`src/rtl/mc_cpu_pkg.sv`:
```
// Shared encodings for the multi-cycle MIPS control path: FSM states, ALU codes,
// opcode/funct values, datapath select encodings and decoded instruction classes.
package mc_cpu_pkg;

  typedef enum logic [2:0] {
    S_IF   = 3'd0,
    S_ID   = 3'd1,
    S_EXE  = 3'd2,
    S_MEM  = 3'd3,
    S_WB   = 3'd4,
    S_TRAP = 3'd5
  } state_t;

  localparam logic [3:0] ALUC_ADD = 4'b0000;
  localparam logic [3:0] ALUC_SUB = 4'b0100;
  localparam logic [3:0] ALUC_AND = 4'b0001;
  localparam logic [3:0] ALUC_OR  = 4'b0101;
  localparam logic [3:0] ALUC_XOR = 4'b0010;
  localparam logic [3:0] ALUC_LUI = 4'b0110;
  localparam logic [3:0] ALUC_SLL = 4'b0011;
  localparam logic [3:0] ALUC_SRL = 4'b0111;
  localparam logic [3:0] ALUC_SRA = 4'b1111;

  localparam logic [5:0] OP_RTYPE = 6'b000000;
  localparam logic [5:0] OP_ADDI  = 6'b001000;
  localparam logic [5:0] OP_ANDI  = 6'b001100;
  localparam logic [5:0] OP_ORI   = 6'b001101;
  localparam logic [5:0] OP_XORI  = 6'b001110;
  localparam logic [5:0] OP_LUI   = 6'b001111;
  localparam logic [5:0] OP_LW    = 6'b100011;
  localparam logic [5:0] OP_SW    = 6'b101011;
  localparam logic [5:0] OP_BEQ   = 6'b000100;
  localparam logic [5:0] OP_BNE   = 6'b000101;
  localparam logic [5:0] OP_J     = 6'b000010;
  localparam logic [5:0] OP_JAL   = 6'b000011;

  localparam logic [5:0] FN_ADD = 6'b100000;
  localparam logic [5:0] FN_SUB = 6'b100010;
  localparam logic [5:0] FN_AND = 6'b100100;
  localparam logic [5:0] FN_OR  = 6'b100101;
  localparam logic [5:0] FN_XOR = 6'b100110;
  localparam logic [5:0] FN_SLL = 6'b000000;
  localparam logic [5:0] FN_SRL = 6'b000010;
  localparam logic [5:0] FN_SRA = 6'b000011;
  localparam logic [5:0] FN_JR  = 6'b001000;

  typedef enum logic [1:0] {SRCA_PC, SRCA_RS, SRCA_SA, SRCA_IMM}    srca_t;
  typedef enum logic [1:0] {SRCB_RT, SRCB_FOUR, SRCB_IMM, SRCB_BR}  srcb_t;
  typedef enum logic [1:0] {PC_ALU, PC_ALUOUT, PC_RS, PC_JUMP}      pcsrc_t;

  typedef enum logic [3:0] {
    CLS_ILLEGAL,
    CLS_RALU,
    CLS_SHIFT,
    CLS_IALU,
    CLS_LUI,
    CLS_LW,
    CLS_SW,
    CLS_BEQ,
    CLS_BNE,
    CLS_J,
    CLS_JAL,
    CLS_JR
  } iclass_t;

endpackage

```
`src/rtl/mc_control_unit_if.sv`:
```
// Control bus between the multi-cycle control unit (master) and the datapath (slave).
interface mc_control_unit_if;
  logic [5:0] op;
  logic [5:0] func;
  logic       z;
  logic       mem_ready;
  logic [3:0] aluc;
  logic [1:0] alusrca;
  logic [1:0] alusrcb;
  logic [1:0] pcsource;
  logic       wpc;
  logic       iord;
  logic       wir;
  logic       wmem;
  logic       wreg;
  logic       regrt;
  logic       m2reg;
  logic       sext;
  logic       jal;
  logic [2:0] state;
  logic       illegal;

  modport master (
    input  op, func, z, mem_ready,
    output aluc, alusrca, alusrcb, pcsource, wpc, iord, wir, wmem, wreg,
           regrt, m2reg, sext, jal, state, illegal
  );

  modport slave (
    output op, func, z, mem_ready,
    input  aluc, alusrca, alusrcb, pcsource, wpc, iord, wir, wmem, wreg,
           regrt, m2reg, sext, jal, state, illegal
  );
endinterface

```
`src/rtl/mc_control_unit_alu_dec.sv`:
```
// Combinational instruction decoder: op/func to ALU code, execute-stage operand
// selects, immediate extension, destination select and instruction class.
module mc_alu_dec
  import mc_cpu_pkg::*;
(
  input  logic [5:0] i_op,
  input  logic [5:0] i_func,
  output logic [3:0] o_aluc,
  output srca_t      o_alusrca,
  output srcb_t      o_alusrcb,
  output logic       o_sext,
  output logic       o_regrt,
  output iclass_t    o_iclass
);

  always_comb begin
    // NOTE: every output gets a default before the case so no path leaves one
    // unassigned, which would otherwise infer a latch.
    o_aluc    = ALUC_ADD;
    o_alusrca = SRCA_RS;
    o_alusrcb = SRCB_RT;
    o_sext    = 1'b0;
    o_regrt   = 1'b0;
    o_iclass  = CLS_ILLEGAL;

    case (i_op)
      OP_RTYPE: begin
        case (i_func)
          FN_ADD: o_iclass = CLS_RALU;
          FN_SUB: begin o_iclass = CLS_RALU; o_aluc = ALUC_SUB; end
          FN_AND: begin o_iclass = CLS_RALU; o_aluc = ALUC_AND; end
          FN_OR:  begin o_iclass = CLS_RALU; o_aluc = ALUC_OR;  end
          FN_XOR: begin o_iclass = CLS_RALU; o_aluc = ALUC_XOR; end
          FN_SLL: begin o_iclass = CLS_SHIFT; o_aluc = ALUC_SLL; o_alusrca = SRCA_SA; end
          FN_SRL: begin o_iclass = CLS_SHIFT; o_aluc = ALUC_SRL; o_alusrca = SRCA_SA; end
          FN_SRA: begin o_iclass = CLS_SHIFT; o_aluc = ALUC_SRA; o_alusrca = SRCA_SA; end
          FN_JR:  o_iclass = CLS_JR;
          default: ;
        endcase
      end
      OP_ADDI: begin
        o_iclass = CLS_IALU; o_alusrcb = SRCB_IMM; o_sext = 1'b1; o_regrt = 1'b1;
      end
      OP_ANDI: begin
        o_iclass = CLS_IALU; o_aluc = ALUC_AND; o_alusrcb = SRCB_IMM; o_regrt = 1'b1;
      end
      OP_ORI: begin
        o_iclass = CLS_IALU; o_aluc = ALUC_OR; o_alusrcb = SRCB_IMM; o_regrt = 1'b1;
      end
      OP_XORI: begin
        o_iclass = CLS_IALU; o_aluc = ALUC_XOR; o_alusrcb = SRCB_IMM; o_regrt = 1'b1;
      end
      // lui routes the zero-extended immediate to A; the ALU shifts it left by 16.
      OP_LUI: begin
        o_iclass = CLS_LUI; o_aluc = ALUC_LUI; o_alusrca = SRCA_IMM;
        o_alusrcb = SRCB_IMM; o_regrt = 1'b1;
      end
      OP_LW: begin
        o_iclass = CLS_LW; o_alusrcb = SRCB_IMM; o_sext = 1'b1; o_regrt = 1'b1;
      end
      OP_SW: begin
        o_iclass = CLS_SW; o_alusrcb = SRCB_IMM; o_sext = 1'b1; o_regrt = 1'b1;
      end
      OP_BEQ: begin
        o_iclass = CLS_BEQ; o_aluc = ALUC_SUB; o_sext = 1'b1; o_regrt = 1'b1;
      end
      OP_BNE: begin
        o_iclass = CLS_BNE; o_aluc = ALUC_SUB; o_sext = 1'b1; o_regrt = 1'b1;
      end
      OP_J:   o_iclass = CLS_J;
      OP_JAL: o_iclass = CLS_JAL;
      default: ;
    endcase
  end

endmodule

```
`src/rtl/mc_control_unit.sv`:
```
// Multi-cycle MIPS control FSM (IF/ID/EXE/MEM/WB). Define MC_ILLEGAL_TRAP_EN to
// trap undefined opcodes in a sticky TRAP state; otherwise they retire as NOPs.
module mc_control_unit
  import mc_cpu_pkg::*;
(
  input  logic                clock,
  input  logic                reset,
  mc_control_unit_if.master   bus
);

  state_t  r_state;
  iclass_t w_iclass;
  logic [3:0] w_dec_aluc;
  srca_t   w_dec_alusrca;
  srcb_t   w_dec_alusrcb;
  logic    w_dec_sext;
  logic    w_dec_regrt;

  logic [3:0] w_aluc;
  srca_t   w_alusrca;
  srcb_t   w_alusrcb;
  pcsrc_t  w_pcsource;
  logic    w_wpc, w_iord, w_wir, w_wmem, w_wreg, w_regrt, w_m2reg, w_sext, w_jal;

  mc_alu_dec u_dec (
    .i_op      (bus.op),
    .i_func    (bus.func),
    .o_aluc    (w_dec_aluc),
    .o_alusrca (w_dec_alusrca),
    .o_alusrcb (w_dec_alusrcb),
    .o_sext    (w_dec_sext),
    .o_regrt   (w_dec_regrt),
    .o_iclass  (w_iclass)
  );

`ifdef MC_ILLEGAL_TRAP_EN
  logic r_illegal;
`endif

  always_ff @(posedge clock) begin
    // NOTE: state registers use non-blocking assignments so every flop samples
    // pre-edge values regardless of statement order.
    if (reset) begin
      r_state <= S_IF;
`ifdef MC_ILLEGAL_TRAP_EN
      r_illegal <= 1'b0;
`endif
    end else begin
      case (r_state)
        S_IF:  if (bus.mem_ready) r_state <= S_ID;
        S_ID: begin
          case (w_iclass)
            CLS_J, CLS_JAL, CLS_JR: r_state <= S_IF;
            CLS_ILLEGAL: begin
`ifdef MC_ILLEGAL_TRAP_EN
              r_state   <= S_TRAP;
              r_illegal <= 1'b1;
`else
              r_state <= S_IF;
`endif
            end
            default: r_state <= S_EXE;
          endcase
        end
        S_EXE: begin
          case (w_iclass)
            CLS_BEQ, CLS_BNE: r_state <= S_IF;
            CLS_LW, CLS_SW:   r_state <= S_MEM;
            default:          r_state <= S_WB;
          endcase
        end
        S_MEM: begin
          if (bus.mem_ready) r_state <= (w_iclass == CLS_LW) ? S_WB : S_IF;
        end
        S_WB: r_state <= S_IF;
`ifdef MC_ILLEGAL_TRAP_EN
        S_TRAP: r_state <= S_TRAP;
`endif
        default: r_state <= S_IF;
      endcase
    end
  end

  // Outputs follow the registered state but are refined by the live op/func/z/
  // mem_ready inputs so handshake-qualified writes land in the same cycle.
  always_comb begin
    w_aluc     = ALUC_ADD;
    w_alusrca  = SRCA_PC;
    w_alusrcb  = SRCB_RT;
    w_pcsource = PC_ALU;
    w_wpc      = 1'b0;
    w_iord     = 1'b0;
    w_wir      = 1'b0;
    w_wmem     = 1'b0;
    w_wreg     = 1'b0;
    w_regrt    = 1'b0;
    w_m2reg    = 1'b0;
    w_sext     = 1'b0;
    w_jal      = 1'b0;

    if (!reset) begin
      if (r_state != S_IF) begin
        w_sext  = w_dec_sext;
        w_regrt = w_dec_regrt;
      end
      case (r_state)
        S_IF: begin
          w_alusrcb = SRCB_FOUR;
          w_wir     = bus.mem_ready;
          w_wpc     = bus.mem_ready;
        end
        S_ID: begin
          w_alusrcb = SRCB_BR;
          case (w_iclass)
            CLS_J:   begin w_wpc = 1'b1; w_pcsource = PC_JUMP; end
            CLS_JAL: begin
              w_wpc = 1'b1; w_pcsource = PC_JUMP; w_wreg = 1'b1; w_jal = 1'b1;
            end
            CLS_JR:  begin w_wpc = 1'b1; w_pcsource = PC_RS; end
            default: ;
          endcase
        end
        S_EXE: begin
          w_aluc    = w_dec_aluc;
          w_alusrca = w_dec_alusrca;
          w_alusrcb = w_dec_alusrcb;
          if (w_iclass == CLS_BEQ) begin
            w_pcsource = PC_ALUOUT;
            w_wpc      = bus.z;
          end else if (w_iclass == CLS_BNE) begin
            w_pcsource = PC_ALUOUT;
            w_wpc      = ~bus.z;
          end
        end
        S_MEM: begin
          w_iord = 1'b1;
          if (w_iclass == CLS_SW) w_wmem = bus.mem_ready;
        end
        S_WB: begin
          w_wreg  = 1'b1;
          w_m2reg = (w_iclass == CLS_LW);
        end
        default: ;
      endcase
    end
  end

  assign bus.aluc     = w_aluc;
  assign bus.alusrca  = w_alusrca;
  assign bus.alusrcb  = w_alusrcb;
  assign bus.pcsource = w_pcsource;
  assign bus.wpc      = w_wpc;
  assign bus.iord     = w_iord;
  assign bus.wir      = w_wir;
  assign bus.wmem     = w_wmem;
  assign bus.wreg     = w_wreg;
  assign bus.regrt    = w_regrt;
  assign bus.m2reg    = w_m2reg;
  assign bus.sext     = w_sext;
  assign bus.jal      = w_jal;
  assign bus.state    = r_state;
`ifdef MC_ILLEGAL_TRAP_EN
  assign bus.illegal  = r_illegal;
`else
  assign bus.illegal  = 1'b0;
`endif

endmodule

```
`src/flat_wrapper.sv`:
```
// flat-port wrapper written by rule: the top's interface ports become plain ports
module mc_control_unit_flat import mc_cpu_pkg::*;
  (clock, reset, bus_op, bus_func, bus_z, bus_mem_ready, bus_aluc, bus_alusrca, bus_alusrcb, bus_pcsource, bus_wpc, bus_iord, bus_wir, bus_wmem, bus_wreg, bus_regrt, bus_m2reg, bus_sext, bus_jal, bus_state, bus_illegal);
  mc_control_unit_if bus_i ();
  input  logic clock;
  input  logic reset;
  input wire logic [$bits(bus_i.op)-1:0] bus_op;
  input wire logic [$bits(bus_i.func)-1:0] bus_func;
  input wire logic [$bits(bus_i.z)-1:0] bus_z;
  input wire logic [$bits(bus_i.mem_ready)-1:0] bus_mem_ready;
  output wire logic [$bits(bus_i.aluc)-1:0] bus_aluc;
  output wire logic [$bits(bus_i.alusrca)-1:0] bus_alusrca;
  output wire logic [$bits(bus_i.alusrcb)-1:0] bus_alusrcb;
  output wire logic [$bits(bus_i.pcsource)-1:0] bus_pcsource;
  output wire logic [$bits(bus_i.wpc)-1:0] bus_wpc;
  output wire logic [$bits(bus_i.iord)-1:0] bus_iord;
  output wire logic [$bits(bus_i.wir)-1:0] bus_wir;
  output wire logic [$bits(bus_i.wmem)-1:0] bus_wmem;
  output wire logic [$bits(bus_i.wreg)-1:0] bus_wreg;
  output wire logic [$bits(bus_i.regrt)-1:0] bus_regrt;
  output wire logic [$bits(bus_i.m2reg)-1:0] bus_m2reg;
  output wire logic [$bits(bus_i.sext)-1:0] bus_sext;
  output wire logic [$bits(bus_i.jal)-1:0] bus_jal;
  output wire logic [$bits(bus_i.state)-1:0] bus_state;
  output wire logic [$bits(bus_i.illegal)-1:0] bus_illegal;
  assign bus_i.op = bus_op;
  assign bus_i.func = bus_func;
  assign bus_i.z = bus_z;
  assign bus_i.mem_ready = bus_mem_ready;
  assign bus_aluc = bus_i.aluc;
  assign bus_alusrca = bus_i.alusrca;
  assign bus_alusrcb = bus_i.alusrcb;
  assign bus_pcsource = bus_i.pcsource;
  assign bus_wpc = bus_i.wpc;
  assign bus_iord = bus_i.iord;
  assign bus_wir = bus_i.wir;
  assign bus_wmem = bus_i.wmem;
  assign bus_wreg = bus_i.wreg;
  assign bus_regrt = bus_i.regrt;
  assign bus_m2reg = bus_i.m2reg;
  assign bus_sext = bus_i.sext;
  assign bus_jal = bus_i.jal;
  assign bus_state = bus_i.state;
  assign bus_illegal = bus_i.illegal;
  mc_control_unit u_core (.clock(clock), .reset(reset), .bus(bus_i));
endmodule
```
`config.mk`:
```
export PLATFORM = sky130hd
export DESIGN_NAME = mc_control_unit_flat
export DESIGN_NICKNAME = d
export VERILOG_FILES = /design/src/rtl/mc_cpu_pkg.sv /design/src/rtl/mc_control_unit_if.sv /design/src/rtl/mc_control_unit_alu_dec.sv /design/src/rtl/mc_control_unit.sv /design/src/flat_wrapper.sv
export SDC_FILE = /design/constraint.sdc
export NUM_CORES = 1
export LEC_CHECK = 0
export CAP_MARGIN = 5
export CORE_MARGIN = 2
export CORE_UTILIZATION = 59
export CTS_BUF_LIST = sky130_fd_sc_hd__clkbuf_4 sky130_fd_sc_hd__clkbuf_8
export CTS_CLUSTER_DIAMETER = 80
export CTS_CLUSTER_SIZE = 25
export DETAILED_ROUTE_END_ITERATION = 7
export DONT_BUFFER_PORTS = 1
export GPL_ROUTABILITY_DRIVEN = 0
export HOLD_SLACK_MARGIN = 0.1
export PLACE_DENSITY = 0.77
export SYNTH_ARGS = -nofsm -noshare
export SYNTH_HDL_FRONTEND = slang
export SYNTH_SLANG_ARGS = --single-unit
```
`constraint.sdc`:
```
create_clock -name clock -period 2.26 [get_ports clock]
set_input_delay 0.226 -clock clock [delete_from_list [all_inputs] [get_ports clock]]
set_output_delay 0.226 -clock clock [all_outputs]
set_load 0.02 [all_outputs]
```
==> flow_metrics.env <==
export IMPL_status="finished, final reports clean"
export IMPL_rsz0062_at_grt="yes"
export IMPL_cp_end_kind="output pin"
export IMPL_max_freq_mhz=453
export IMPL_start_util_pct=61.9
export IMPL_powerDensity_nw_per_um2=303
export IMPL_place_hpwl_mm=1.64
export IMPL_post_route_period_util_pct=97.7
export IMPL_grt_pass1_wl_mm=2.95
export IMPL_ios=39
export IMPL_final_common_cell="nor2_1"
export IMPL_placed_area_um2=828
export IMPL_chipHeight_um=40.7
export IMPL_hold_start="bus_mem_ready"
export IMPL_synth_xor_area_share_pct=4.40
export IMPL_first_iter_violations=50
export IMPL_crit_type="input pin to output pin"
export IMPL_m1WireLength_um=962
export IMPL_clkLatencyLatePin_ns=0.23
export IMPL_die_area_um2=1660
export IMPL_dr_wl_met3_um=168
export IMPL_coreArea_um2=1280
export IMPL_path_delay_family="simple AND/OR/NAND/NOR gates"
export IMPL_num_rows=13
export IMPL_crit_chain="or4b_4 > o41a_1 > a2bb2oi_1 > or4_4 > nor3_4 > nand2b_4"
export IMPL_async_flop_share_pct=0
export IMPL_post_route_util_pct=67.1
export IMPL_post_route_drc_count=0
export IMPL_synth_cell_types=41
export IMPL_ys_seq_elements=3
export IMPL_layout_common_cells="nor2_1 (23), a21oi_1 (12), nand2_1 (9), o21ai_0 (9), nor3_1 (8)"
export IMPL_cts_root_buf="clkbuf_4"
export IMPL_hold_path_class="input pin to register"
export IMPL_io_buffers=0
export IMPL_synth_edff_count=0
export IMPL_grt_max_degree=14
export IMPL_vias=987
export IMPL_post_route_min_period_ns=2.21
export IMPL_top_layer_used="met3"
export IMPL_finalSetupViolations=0
export IMPL_critical_path_max_stage_delay_ns=0.52
export IMPL_cp_arrival_ns=1.98
export IMPL_p_leak_uw=0.000310
export IMPL_synth_top_family_by_area="simple AND/OR/NAND/NOR gates"
export IMPL_synthAdderAreaFrac_pct=0
export IMPL_startpoint="bus_func[0]"
export IMPL_cts_tree="done"
export IMPL_synth_compound_area_share_pct=32.2
export IMPL_largest_register_ff_count=3
export IMPL_post_cts_setup_buffers=0
export IMPL_seq_area_frac_synth_pct=7.55
export IMPL_overflow=0
export IMPL_synth_nets=151
export IMPL_grt_pass1_vias=716
export IMPL_yosys_warnings=0
export IMPL_irDropWorstVdd_mv=0.130
export IMPL_critPathBufInv=0
export IMPL_drive_gt1_share_pct=14.1
export IMPL_cts_sinks=3
export IMPL_die_w_um=40.7
export IMPL_diodes=0
export IMPL_critPathMaxFanout=7
export IMPL_yosys_area_share_simple_pct=46.4
export IMPL_ant_nets=0
export IMPL_r2r_start="u_core.bus.state[0]"
export IMPL_synth_mux_area_share_pct=0
export IMPL_nNetsFinal=152
export IMPL_maxCapViolations=0
export IMPL_netlist_instances=135
export IMPL_drt_pass1_iter_count=5
export IMPL_antenna_found_initial=0
export IMPL_via_per_inst=6.58
export IMPL_track_usage_pct=25.4
export IMPL_skew_ns=0.00414
export IMPL_post_drt_wl_per_cell_um=14.2
export IMPL_dr_wl_met2_um=997
export IMPL_cpMaxStageDelayCell="or4b_4"
export IMPL_synth_ff_type="dfxtp_1"
export IMPL_syn_area_per_cell_um2=5.89
export IMPL_maxSlewViolCount=0
export IMPL_clockBufferDepth=2
export IMPL_n_fill_cell=135
export IMPL_syn_area_um2=796
export IMPL_finalHoldViolCount=0
export IMPL_setup_tns_ns=0
export IMPL_routed_wl_mm=2.13
export IMPL_area_growth_pct=8.33
export IMPL_htreeDepth=1
export IMPL_cts_buffers=3
export IMPL_path_clk_slew_ns=0.04
export IMPL_required_ns=2.03
export IMPL_critPathLaunchType="input pin"
export IMPL_design_area_um2=862
[per-layer routing]
metal	track usage [%]	vias to the layer above
met4	5.00	0
met5	0	-
met1	36.2	446
li1	-	487
met2	41.3	54
met3	2.17	0
[cells in the mapped netlist, types with 3 or more instances]
library cell / count / area, µm²
a31oi_1: 3 / 18.8
or2_2: 3 / 18.8
a21oi_1: 12 / 60.1
nand2_1: 9 / 33.8
clkbuf_1: 9 / 33.8
nor2_1: 23 / 86.3
nor2b_1: 5 / 31.3
o21ai_0: 9 / 45.0
nand3_1: 5 / 25.0
nand3b_1: 3 / 22.5
inv_1: 5 / 18.8
dfxtp_1: 3 / 60.1
and3_1: 5 / 31.3
nor3_1: 8 / 40.0
[metrics by stage]
stage,power (µW),cells,setup WS [ns],hold slack [ns]
3_3_place_gp,150,146,0.00348,0.481
4_1_cts,263,150,0.0154,0.231
2_1_floorplan,153,135,-0.128,0.436
3_5_place_dp,152,146,-0.0263,0.480
5_1_grt,279,150,-0.00306,0.251
6_report,261,150,0.0528,0.242
[kinds of logic (layout without fill, tap and decap cells)]
kind of cell | Yosys count | in the layout
and+or+nand+nor | 71 | 71
other | 1 | 1
AOI/OAI and AO/OA | 40 | 40
buffers and inverters | 16 | 16
DFF | 3 | 3
xor gates and xnor gates | 4 | 4
[path summary, 6_finish.rpt]
| kind | slack, ns | depth (start not counted) | endpoint |
|---|---|---|---|
| min reg2reg | 0.74 | 2 | u_core.bus.state[2] |
| max | 0.05 | 6 | bus_wreg |
| max reg2reg | 0.47 | 4 | u_core.bus.state[1] |
| min | 0.24 | 2 | u_core.bus.state[2] |
[where the power goes]
group	internal, µW	switching (µW)
registers	55.2	4.43
clock network	78.3	29.8
logic	40.1	53.1
[layout make-up]
| class | count | area (µm²) | share of cell area (%) |
|---|---|---|---|
| Multi-Input combinational cell | 116 | 682 | 79.1 |
| Sequential cell | 3 | 60.1 | 6.97 |
| Timing Repair Buffer | 7 | 52.6 | 6.10 |
| Clock buffer | 4 | 30.0 | 3.48 |
| Inverter | 5 | 18.8 | 2.18 |
| Tap cell | 15 | 18.8 | 2.18 |
[timing repair]
action | CTS | global route
hold buffers | 0 | 0
resized for setup | 0 | 1
pin swaps | 1 | 0
setup endpoints to repair | 2 | 3
Power figures use the tool's default switching activity.
